### src/rtl/riscv_if_parcel_queue.sv
// rtl/riscv_if_parcel_queue.sv - fetch parcel queue assembling RV32/RVC instructions
// Circular buffer of 16-bit parcels with per-parcel PC and fault tags.
module riscv_if_parcel_queue #(
  parameter int XLEN        = 32,
  parameter int QUEUE_DEPTH = 8,
  parameter int HAS_RVC     = 1
) (
  input  logic            clk_i,
  input  logic            rst_i,
  input  logic            flush_i,
  input  logic [31:0]     parcel_i,
  input  logic [XLEN-1:0] parcel_pc_i,
  input  logic [1:0]      parcel_valid_i,
  input  logic            parcel_error_i,
  input  logic            parcel_misaligned_i,
  output logic            parcel_ready_o,
  output logic [31:0]     instr_o,
  output logic [XLEN-1:0] instr_pc_o,
  output logic            instr_valid_o,
  output logic            instr_rvc_o,
  output logic            instr_error_o,
  output logic            instr_misaligned_o,
  input  logic            instr_ack_i
);

  localparam int PW = $clog2(QUEUE_DEPTH);
  localparam int CW = PW + 1;

  logic [15:0]     parcel_mem [QUEUE_DEPTH];
  logic [XLEN-1:0] pc_mem     [QUEUE_DEPTH];
  logic            err_mem    [QUEUE_DEPTH];
  logic            mis_mem    [QUEUE_DEPTH];

  logic [PW-1:0] rptr, wptr;
  logic [CW-1:0] count;

  logic [PW-1:0] rptr1, wptr1;
  logic [CW-1:0] free_slots;
  logic          push_en, pop_en;
  logic [CW-1:0] push_n, pop_n;
  logic          head_is32, head_err, have_two;
  logic [15:0]   first_parcel;
  logic [XLEN-1:0] first_pc, upper_pc;

  assign rptr1 = rptr + 1'b1;
  assign wptr1 = wptr + 1'b1;

  assign free_slots     = CW'(QUEUE_DEPTH) - count;
  assign parcel_ready_o = free_slots >= CW'(2);

  assign push_en = parcel_ready_o && (parcel_valid_i != 2'b00) && !flush_i;
  assign push_n  = (parcel_valid_i == 2'b11) ? CW'(2) : CW'(1);

  assign upper_pc     = parcel_pc_i + XLEN'(2);
  // The first written slot holds the lower parcel unless only the upper one is valid.
  assign first_parcel = parcel_valid_i[0] ? parcel_i[15:0] : parcel_i[31:16];
  assign first_pc     = parcel_valid_i[0] ? parcel_pc_i : upper_pc;

  assign head_is32 = (HAS_RVC == 0) || (parcel_mem[rptr][1:0] == 2'b11);
  assign head_err  = err_mem[rptr];
  assign have_two  = count >= CW'(2);

  always_comb begin
    instr_valid_o      = 1'b0;
    instr_o            = {16'h0000, parcel_mem[rptr]};
    instr_pc_o         = pc_mem[rptr];
    instr_rvc_o        = !head_is32;
    instr_error_o      = head_err;
    instr_misaligned_o = mis_mem[rptr];
    pop_n              = CW'(2);
    if (count != '0) begin
      instr_valid_o = !head_is32 || head_err || have_two;
    end
    if (head_is32) begin
      instr_o            = {parcel_mem[rptr1], parcel_mem[rptr]};
      instr_error_o      = head_err || (have_two && err_mem[rptr1]);
      instr_misaligned_o = mis_mem[rptr] || (have_two && mis_mem[rptr1]);
    end
    // A faulted lone half-instruction is delivered alone so the trap can be taken.
    if (!head_is32 || (head_err && count == CW'(1))) begin
      pop_n = CW'(1);
    end
  end

  assign pop_en = instr_valid_o && instr_ack_i && !flush_i;

  always_ff @(posedge clk_i) begin
    if (push_en) begin
      parcel_mem[wptr] <= first_parcel;
      pc_mem[wptr]     <= first_pc;
      err_mem[wptr]    <= parcel_error_i;
      mis_mem[wptr]    <= parcel_misaligned_i;
      if (parcel_valid_i == 2'b11) begin
        parcel_mem[wptr1] <= parcel_i[31:16];
        pc_mem[wptr1]     <= upper_pc;
        err_mem[wptr1]    <= parcel_error_i;
        mis_mem[wptr1]    <= parcel_misaligned_i;
      end
    end
  end

  always_ff @(posedge clk_i or posedge rst_i) begin
    if (rst_i) begin
      rptr  <= '0;
      wptr  <= '0;
      count <= '0;
    end else if (flush_i) begin
      rptr  <= '0;
      wptr  <= '0;
      count <= '0;
    end else begin
      if (push_en) wptr <= wptr + PW'(push_n);
      if (pop_en)  rptr <= rptr + PW'(pop_n);
      count <= count + (push_en ? push_n : CW'(0)) - (pop_en ? pop_n : CW'(0));
    end
  end

endmodule
### config.mk
export PLATFORM = sky130hd
export DESIGN_NAME = riscv_if_parcel_queue
export DESIGN_NICKNAME = d
export VERILOG_FILES = /design/src/rtl/riscv_if_parcel_queue.sv
export SDC_FILE = /design/constraint.sdc
export NUM_CORES = 1
export LEC_CHECK = 0
export ABC_AREA = 1
export CORE_MARGIN = 4
export CORE_UTILIZATION = 45
export CTS_CLUSTER_SIZE = 28
export DETAILED_ROUTE_END_ITERATION = 8
export PLACE_DENSITY = 0.69
export SETUP_SLACK_MARGIN = 0.5
export SYNTH_ARGS = -nofsm -noshare
export SYNTH_HDL_FRONTEND = slang
export SYNTH_SLANG_ARGS = --single-unit
### constraint.sdc
create_clock -name clk_i -period 5.8 [get_ports clk_i]
set_input_delay 1.16 -clock clk_i [delete_from_list [all_inputs] [get_ports clk_i]]
set_output_delay 1.16 -clock clk_i [all_outputs]
set_load 0.03 [all_outputs]
[Word-level counts from Yosys, hierarchy flattened]
Memories as Yosys holds them, arrays and structs flattened.
Index checks and enable logic that the tools add are counted.
Storage, ports and cells
  memories kept: 4
  memory bits (writable): 400
  flip-flop bits (word level): 10
  word-level logic and storage cells: 58
Memory list
  pc_mem: depth 8, width 32, rd ports 1, clocked after memory_dff 0, write ports 2, RTL line 30  | logic [XLEN-1:0] pc_mem [QUEUE_DEPTH];
  parcel_mem: depth 8, width 16, rd ports 2, clocked after memory_dff 0, write ports 2, RTL line 29  | logic [15:0] parcel_mem [QUEUE_DEPTH];
  err_mem: depth 8, width 1, rd ports 2, clocked after memory_dff 0, write ports 2, RTL line 31  | logic err_mem [QUEUE_DEPTH];
  mis_mem: depth 8, width 1, rd ports 2, clocked after memory_dff 0, write ports 2, RTL line 32  | logic mis_mem [QUEUE_DEPTH];
Operators by class
  muxes and demuxes: 20
  reduce and logical (&&, ||, !) cells: 18
  add/subtract/negate cells: 8
  order comparisons: 2
  equality and inequality tests: 3
Operator list (number)
  $mux 32: 2
  $add 32x2->32 const B: 1
  $mux 16: 1
  $mux 3: 4
  $ge 4x2->1 const B: 2
  $mux 1: 8
  $mux 4: 2
  $logic_and 1x1->1: 7
  $add 3x1->3 const B: 2
  $mux 2: 3
  $reduce_bool 2->1: 3
  $logic_or 1x1->1: 5
  $add 4x2->4: 1
  $eq 2x2->1 const B: 2
  $eq 4x1->1 const B: 1
  $reduce_bool 4->1: 1
  $sub 4x4->4: 1
  $sub 4x4->4 const A: 1
  $add 3x2->3: 1
  $add 3x3->3: 1
  $logic_not 1->1: 2

[Logic depth before layout (Yosys ltp)]
Gate-level depths: netlist of the first run.
An unclocked memory read counts as a cell.
  depth in word-level cells: 11
  depth in mapped cells: 19

[Worst setup path after synthesis of the first run]
Ideal clock, no wire load.
  path type: input-to-reg
  start point: input port parcel_valid_i[0]
  end point: memory err_mem[0], enable pin
  arrival time: 5.366 ns
  setup slack: -0.093 ns
  stages: 6
  cells stage by stage: buf_2 > or2_2 > nand3_4 > inv_1 > nand3_1 > o21ai_0
RTL lines
  start: declaration: RTL line 13  | input logic [1:0] parcel_valid_i,
  end: declaration: RTL line 31

[Worst setup path in the final report of the first run]
  start point: register rptr[1]
  end point: output port instr_pc_o[14]
On the way
  word-level cells in the longest chain between the ends: 1
Ends and longest elaborated chain
  start: declaration: RTL line 34  | logic [PW-1:0] rptr, wptr;
  start signal: assignment: RTL line 113  | if (pop_en) rptr <= rptr + PW'(pop_n);
  $mem_v2 8x32
  end: declaration: RTL line 18  | output logic [XLEN-1:0] instr_pc_o,
Every way passes these cells.

==> reports/qor.txt, run 1 <==
outcome = completed
asr flop ratio synth = 2.44%
setup bufs post-CTS = 0
nets@finish = 2902
CTS tree = done
worst-path fanout max = 44
Syn Std Cell Area = 23700 sq um
fin. max-slew vios = 0
Psw = 0.00519 W
drt first pass iters = 6
Max VDD drop = 0.336 mV
Post-synth EDFFs = 400
CTS Buffer Depth = 3
critical path capture point type = primary output
Startpoint Class = flop
Fin. Hold Viols = 0
Port Buffers = 140
Root Buffer = clkbuf_16
PwrDens = 458 nW/um^2
Post-synth top cells = nand2_1 (613), o21ai_0 (560), nor2_1 (475), edfxtp_1 (400), nand3_1 (130)
Post-Syn Instances = 2788
Worst slew margin = 24.0%
Vias per Instance = 5.93
maxcap violations = 0
Distinct cells, synth = 54
R2R setup slack = 1.41 ns
Final Wtd Congestion = 0.911
endpoints failing setup = 0
later-pin clock latency in the skew report = 0.58 ns
initial core utilization = 45.8%
DP HPWL = 42200 um
Fin Setup TNS = 0 ns
hold_buf cts = 0
Seq/Total Area, Yosys = 51.8%
largest net degree at the start of global routing = 163
Synth area leader = edfxtp_1
gr ovfl total = 0
Seq pwr share = 32.1%
initial antenna violation count = 0
Synthesis Warnings = 0
CP Data Required Time = 4.64 ns
Core Region = 51700 sq um
remaining antenna violation count = 0
Comb power frac = 46.9%
Synth Flop Type = edfxtp_1
Vias = 20.9k
Site Rows = 83
Fill cells = 4742
Die Y = 237 um
count leader, synth = nand2_1
switching part of the total = 42.5%
first-pass GRT wire length = 111000 um
Setup Skew = 0.0276 ns
Resized cells post-CTS = 0
dpl cell area = 25400 sq um
GRT Util Overall = 25.0%
vias in the first global route = 19.5k
number of synthesized register bits = 410
IO Pins = 141
WL per Instance = 20.8 um
clk slew on worst S/H paths = 0.06 ns
DRT Wirelength = 73200 um
clock power share = 21.1%
Pleak = 9.67 nW
RSZ-0062 raised after global routing = no
Internal = 0.00702 W
layout cells sized above 1 = 6.38%
post-route cell area = 26600 sq um
Yosys top cell area share = 50.8%
width of the die = 237 um
Residual DRC = 0
P&R area growth vs syn = 12.5%
number of CTS-inserted buffers = 44
final core area utilization = 51.5%
Worst EP arrival = 4.05 ns
R2R depth = 17
# clock sinks = 410
Fmax achieved = 192 MHz
synthesized net count = 2878
Worst Setup Path Type = reg2out
DIE AREA = 56300 sq um
initial detailed-routing violation count = 2117
Slew @ Worst Pin = 1.14 ns
Clock H-tree levels = 2
class of the worst hold path = reg2reg
Final period util = 89.9%
Tmin final = 5.21 ns
Cells on Worst Hold Path = 2
Area contributors post-synth = edfxtp_1 (51%), o21ai_0 (12%), nand2_1 (9.7%)
Avg Inst Size Synth = 8.49 sq um
n_diodes = 0
-- layout make-up --
| class | count | area [sq um] | area share [%] |
|---|---|---|---|
| inverters | 106 | 419 | 1.57 |
| well taps | 680 | 851 | 3.19 |
| clock buffers | 58 | 1190 | 4.49 |
| repair buffers | 180 | 1750 | 6.59 |
| multi-input cells | 2070 | 10100 | 37.9 |
| clock inverters | 13 | 62.6 | 0.235 |
| flip-flops and latches | 410 | 12300 | 46.1 |
-- layer usage --
metal  GRT usage [%]  share of wire, %  up-vias
li1                -                 -     9639
met4            8.16               3.2        0
met3            3.75                10      191
met1            33.3                39     9821
met5               0                 0        -
met2            42.2                47     1207
-- critical path, stage by stage, from the launching register on --
cell             delay, ns
dfrtp_4               0.75
inv_2                 0.74
buf_4                 0.46
o21ai_0               0.14
o22ai_1               0.15
nor2_1                0.06
a31oi_1               0.38
clkdlybuf4s50_1       0.77
-- stage by stage --
step / hold slack, ns / cells / power (W) / setup slack (ns)
2_1_floorplan: 0.588 / 2788 / 0.00755 / -0.0931
3_3_place_gp: 0.636 / 3446 / 0.00954 / 1.25
3_5_place_dp: 0.644 / 3446 / 0.00967 / 1.16
4_1_cts: 0.656 / 3517 / 0.0122 / 0.533
5_1_grt: 0.703 / 3517 / 0.0128 / 0.508
6_report: 0.661 / 3517 / 0.0122 / 0.587
-- cell usage in the layout (no fill, tap or decap), types with 8 or more instances in the layout --
master,n
a21oi_1,18
a31oi_1,48
buf_4,34
clkbuf_1,11
clkbuf_16,45
clkdlybuf4s50_1,139
clkinv_1,9
clkinv_2,11
dfrtp_1,8
edfxtp_1,400
ha_1,14
inv_1,91
mux2i_1,19
nand2_1,613
nand2_2,9
nand2_4,13
nand3_1,130
nor2_1,475
nor3_1,8
o21ai_0,552
o21ai_1,13
o21ai_4,9
o221ai_1,14
o22ai_1,46
o31ai_1,15
xor2_1,8
-- registers in the layout, indices dropped and copies added (netlist names) --
register / cells
count: 4
err_mem: 8
mis_mem: 8
parcel_mem: 128
pc_mem: 256
rptr: 3
wptr: 3
-- power groups by stage --
stage / Clock [W] / Sequential, W / Combinational (W)
after global routing: 0.00271 / 0.00394 / 0.00618
after CTS: 0.00260 / 0.00391 / 0.00572
after floorplan: 0 / 0.00387 / 0.00368
after global placement: 0 / 0.00395 / 0.00559
final: 0.00257 / 0.00391 / 0.00572
after detailed placement: 0 / 0.00397 / 0.00570
-- cell families (layout without fill, tap and decap cells) --
kind of cell | after synthesis | count (layout) | share of synthesized area (%)
and+or+nand+nor | 1286 | 1286 | 22.6
muxes | 21 | 21 | 0.957
xor gates and xnor gates | 19 | 19 | 1.15
adders and majority gates | 18 | 18 | 1.08
buffers and inverters | 308 | 357 | 5.99
DFF | 410 | 410 | 51.8
AOI/OAI and AO/OA | 726 | 726 | 16.4
-- worst paths after layout --
kind                                  end     from
hold reg to reg                   wptr[2]  wptr[2]
setup reg to reg                 count[3]  rptr[1]
min in group asynchronous        count[0]    rst_i
setup / recovery           instr_pc_o[14]  rptr[1]
hold / removal                    wptr[2]  wptr[2]
max in group asynchronous         rptr[1]    rst_i
Power figures use the tool's default switching activity.
==> inputs of run 2 (changes only) <==
CTS_BUF_LIST = sky130_fd_sc_hd__clkbuf_2   (was default)
==> run 2 against run 1 <==
Effect of this change: via count increased by 2.4%; die area unchanged; clock power is 21% lower; worst hold slack worse by 0.32 ns; total power fell by 3.1%; sequential cell count is the same; global-route usage increased by 0.55 points; critical path depth unchanged; combinational power grew 3.7%; clock skew rose by 0.026 ns; register-to-register slack better by 0.58 ns.
==> reports/qor.txt, run 2 (synthesized netlist as in run 1, its figures left out) <==
CP Data Required Time = 4.64 ns (about the same)
PwrDens = 446 nW/um^2 (was 458 nW/um^2)
drt first pass iters = 8 (was 6)
Tmin final = 5.13 ns (was 5.21 ns)
class of the worst hold path = in2async (was reg2reg)
nets@finish = 2975 (was 2902)
critical path capture point type = primary output (unchanged)
outcome = completed (unchanged)
R2R Path Start = rptr[1] (unchanged)
biggest regs = pc_mem (256), parcel_mem (128) (unchanged)
Root Buffer = clkbuf_2 (was clkbuf_16)
P&R area growth vs syn = 12.0% (was 12.5%)
GRT Util Overall = 25.5% (was 25.0%)
Final Non-Filler Cells = 3641 (was 3517)
DIE AREA = 56300 sq um (unchanged)
Core Region = 51700 sq um (unchanged)
DRT Wirelength = 75500 um (was 73200 um)
Fin. Hold Viols = 0 (unchanged)
Max VDD drop = 0.286 mV (was 0.336 mV)
largest net degree at the start of global routing = 163 (unchanged)
worst setup path end = instr_misaligned_o (was instr_pc_o[14])
number of CTS-inserted buffers = 107 (was 44)
WL per Instance = 20.7 um (was 20.8 um)
initial detailed-routing violation count = 2352 (was 2117)
Port Buffers = 140 (unchanged)
IO Pins = 141 (unchanged)
Residual DRC = 0 (unchanged)
RSZ-0062 raised after global routing = yes (was no)
worst slack, placed = 1.16 ns (unchanged)
CTS Buffer Depth = 3 (unchanged)
crit path from = rptr[1] (unchanged)
Slew @ Worst Pin = 1.17 ns (was 1.14 ns)
most flop-heavy register = pc_mem (unchanged)
vias in the first global route = 20.1k (was 19.5k)
maxcap violations = 0 (unchanged)
Final period util = 88.4% (was 89.9%)
Pleak = 9.87 nW (was 9.67 nW)
clk slew on worst S/H paths = 0.11 ns (was 0.06 ns)
most frequent cells in the layout = nand2_1 (613), o21ai_0 (552), nor2_1 (475) (unchanged)
Die Y = 237 um (unchanged)
worst-path fanout max = 13 (was 44)
# clock sinks = 410 (unchanged)
dpl cells = 3446 (unchanged)
Vias per Instance = 5.87 (was 5.93)
remaining antenna violation count = 0 (unchanged)
worst hold slack = 0.343 ns (was 0.661 ns)
R2R depth = 17 (unchanged)
CP peak stage delay = 0.73 ns (was 0.77 ns)
later-pin clock latency in the skew report = 1.08 ns (was 0.58 ns)
Worst slew margin = 21.8% (was 24.0%)
Fmax achieved = 195 MHz (was 192 MHz)
CTS tree = done (unchanged)
DP HPWL = 42200 um (unchanged)
Site Rows = 83 (unchanged)
initial antenna violation count = 2 (was 0)
initial core utilization = 45.8% (unchanged)
layout cells sized above 1 = 10.2% (was 6.38%)
Vias = 21.4k (was 20.9k)
gr ovfl total = 0 (unchanged)
FF-to-FF End = count[3] (unchanged)
Worst EP arrival = 3.97 ns (was 4.05 ns)
first-pass GRT wire length = 113000 um (was 111000 um)
Fin Setup TNS = 0 ns (unchanged)
fin. max-slew vios = 0 (unchanged)
Setup Skew = 0.0537 ns (was 0.0276 ns)
width of the die = 237 um (unchanged)
R2R setup slack = 1.99 ns (was 1.41 ns)
Final WS setup = 0.672 ns (was 0.587 ns)
max FFs per register = 256 (unchanged)
Startpoint Class = flop (unchanged)
post-route cell area = 26500 sq um (was 26600 sq um)
hold_buf cts = 0 (unchanged)
Worst Setup Path Type = reg2out (unchanged)
endpoints failing setup = 0 (unchanged)
Final Wtd Congestion = 0.911 (unchanged)
crit-path cells = ha_2 -> clkinvlp_4 -> buf_4 -> o21ai_0 -> a21oi_1 -> o31ai_1 -> clkdlybuf4s50_1 (was inv_2 -> buf_4 -> o21ai_0 -> o22ai_1 -> nor2_1 -> a31oi_1 -> clkdlybuf4s50_1)
critical path's slowest cell = clkdlybuf4s50_1 (unchanged)
dpl cell area = 25400 sq um (unchanged)
commonest non-fill, non-tap cell in the layout = nand2_1 (unchanged)
Clock H-tree levels = 3 (was 2)
run 2: changes by cell type in the layout (fill, tap and decap cells not counted), moves of 6 or more:
cell	before	now
clkbuf_2	0	148
clkbuf_16	45	0
clkinv_1	9	22
clkbuf_1	11	0
clkinv_2	11	17
run 2: final cells by class:
cell class | count | area (sq um)
Tap cell | 680 | 851
Timing Repair Buffer | 188 | 1870
Inverter | 106 | 447
Fill cell | 4824 | 25200
Multi-Input combinational cell | 2070 | 10100
Timing Repair inverter | 2 | 18.8
Antenna cell | 3 | 7.51
Sequential cell | 410 | 12300
Clock buffer | 148 | 741
Clock inverter | 34 | 219
run 2: critical path: cells and delay by family, from the launching register on:
| kind | cells | cell delay [ns] |
|---|---|---|
| buf+inv | 3 | 1.29 |
| flops | 1 | 0.63 |
| fa+ha+maj | 1 | 0.50 |
| compound gates | 3 | 0.47 |
run 2: how the worst min path moves through the flow:
stage	end	slack (ns)	cells past startpoint
5_1_grt	rptr[0]	0.27	2
4_1_cts	count[0]	0.23	2
3_5_place_dp	wptr[2]	0.64	2
3_3_place_gp	wptr[2]	0.64	2
2_1_floorplan	wptr[2]	0.59	2
6_report	rptr[0]	0.34	2
run 2: repair_timing:
action | 4_1_cts | 5_1_grt
gates resized for setup | 19 | 2
endpoints found under the setup margin | 66 | 11
buffers inserted | 4 | 4
cloned | 1 | 1
endpoints found under the hold margin | 0 | 0
run 2: report_power, final:
| group | internal, W | total, W | switching, W |
|---|---|---|---|
| Sequential | 0.00368 | 0.00386 | 0.000171 |
| Clock | 0.000820 | 0.00204 | 0.00122 |
| Combinational | 0.00196 | 0.00593 | 0.00398 |
run 2: through the flow:
stage	utilization (%)	total power, W
after detailed placement	49.0	0.00967
after floorplan	-	0.00755
after global placement	49.0	0.00954
final	51.3	0.0118
after global routing	51.3	0.0125
after CTS	51.1	0.0118
run 2: per-layer routing:
| layer | part of all wire, % | track usage, % | up-vias |
|---|---|---|---|
| met5 | 0 | 0 | - |
| met4 | 3.5 | 9.64 | 0 |
| met3 | 11 | 4.86 | 216 |
| met2 | 47 | 42.5 | 1266 |
| met1 | 39 | 33.4 | 10000 |
| li1 | - | - | 9850 |
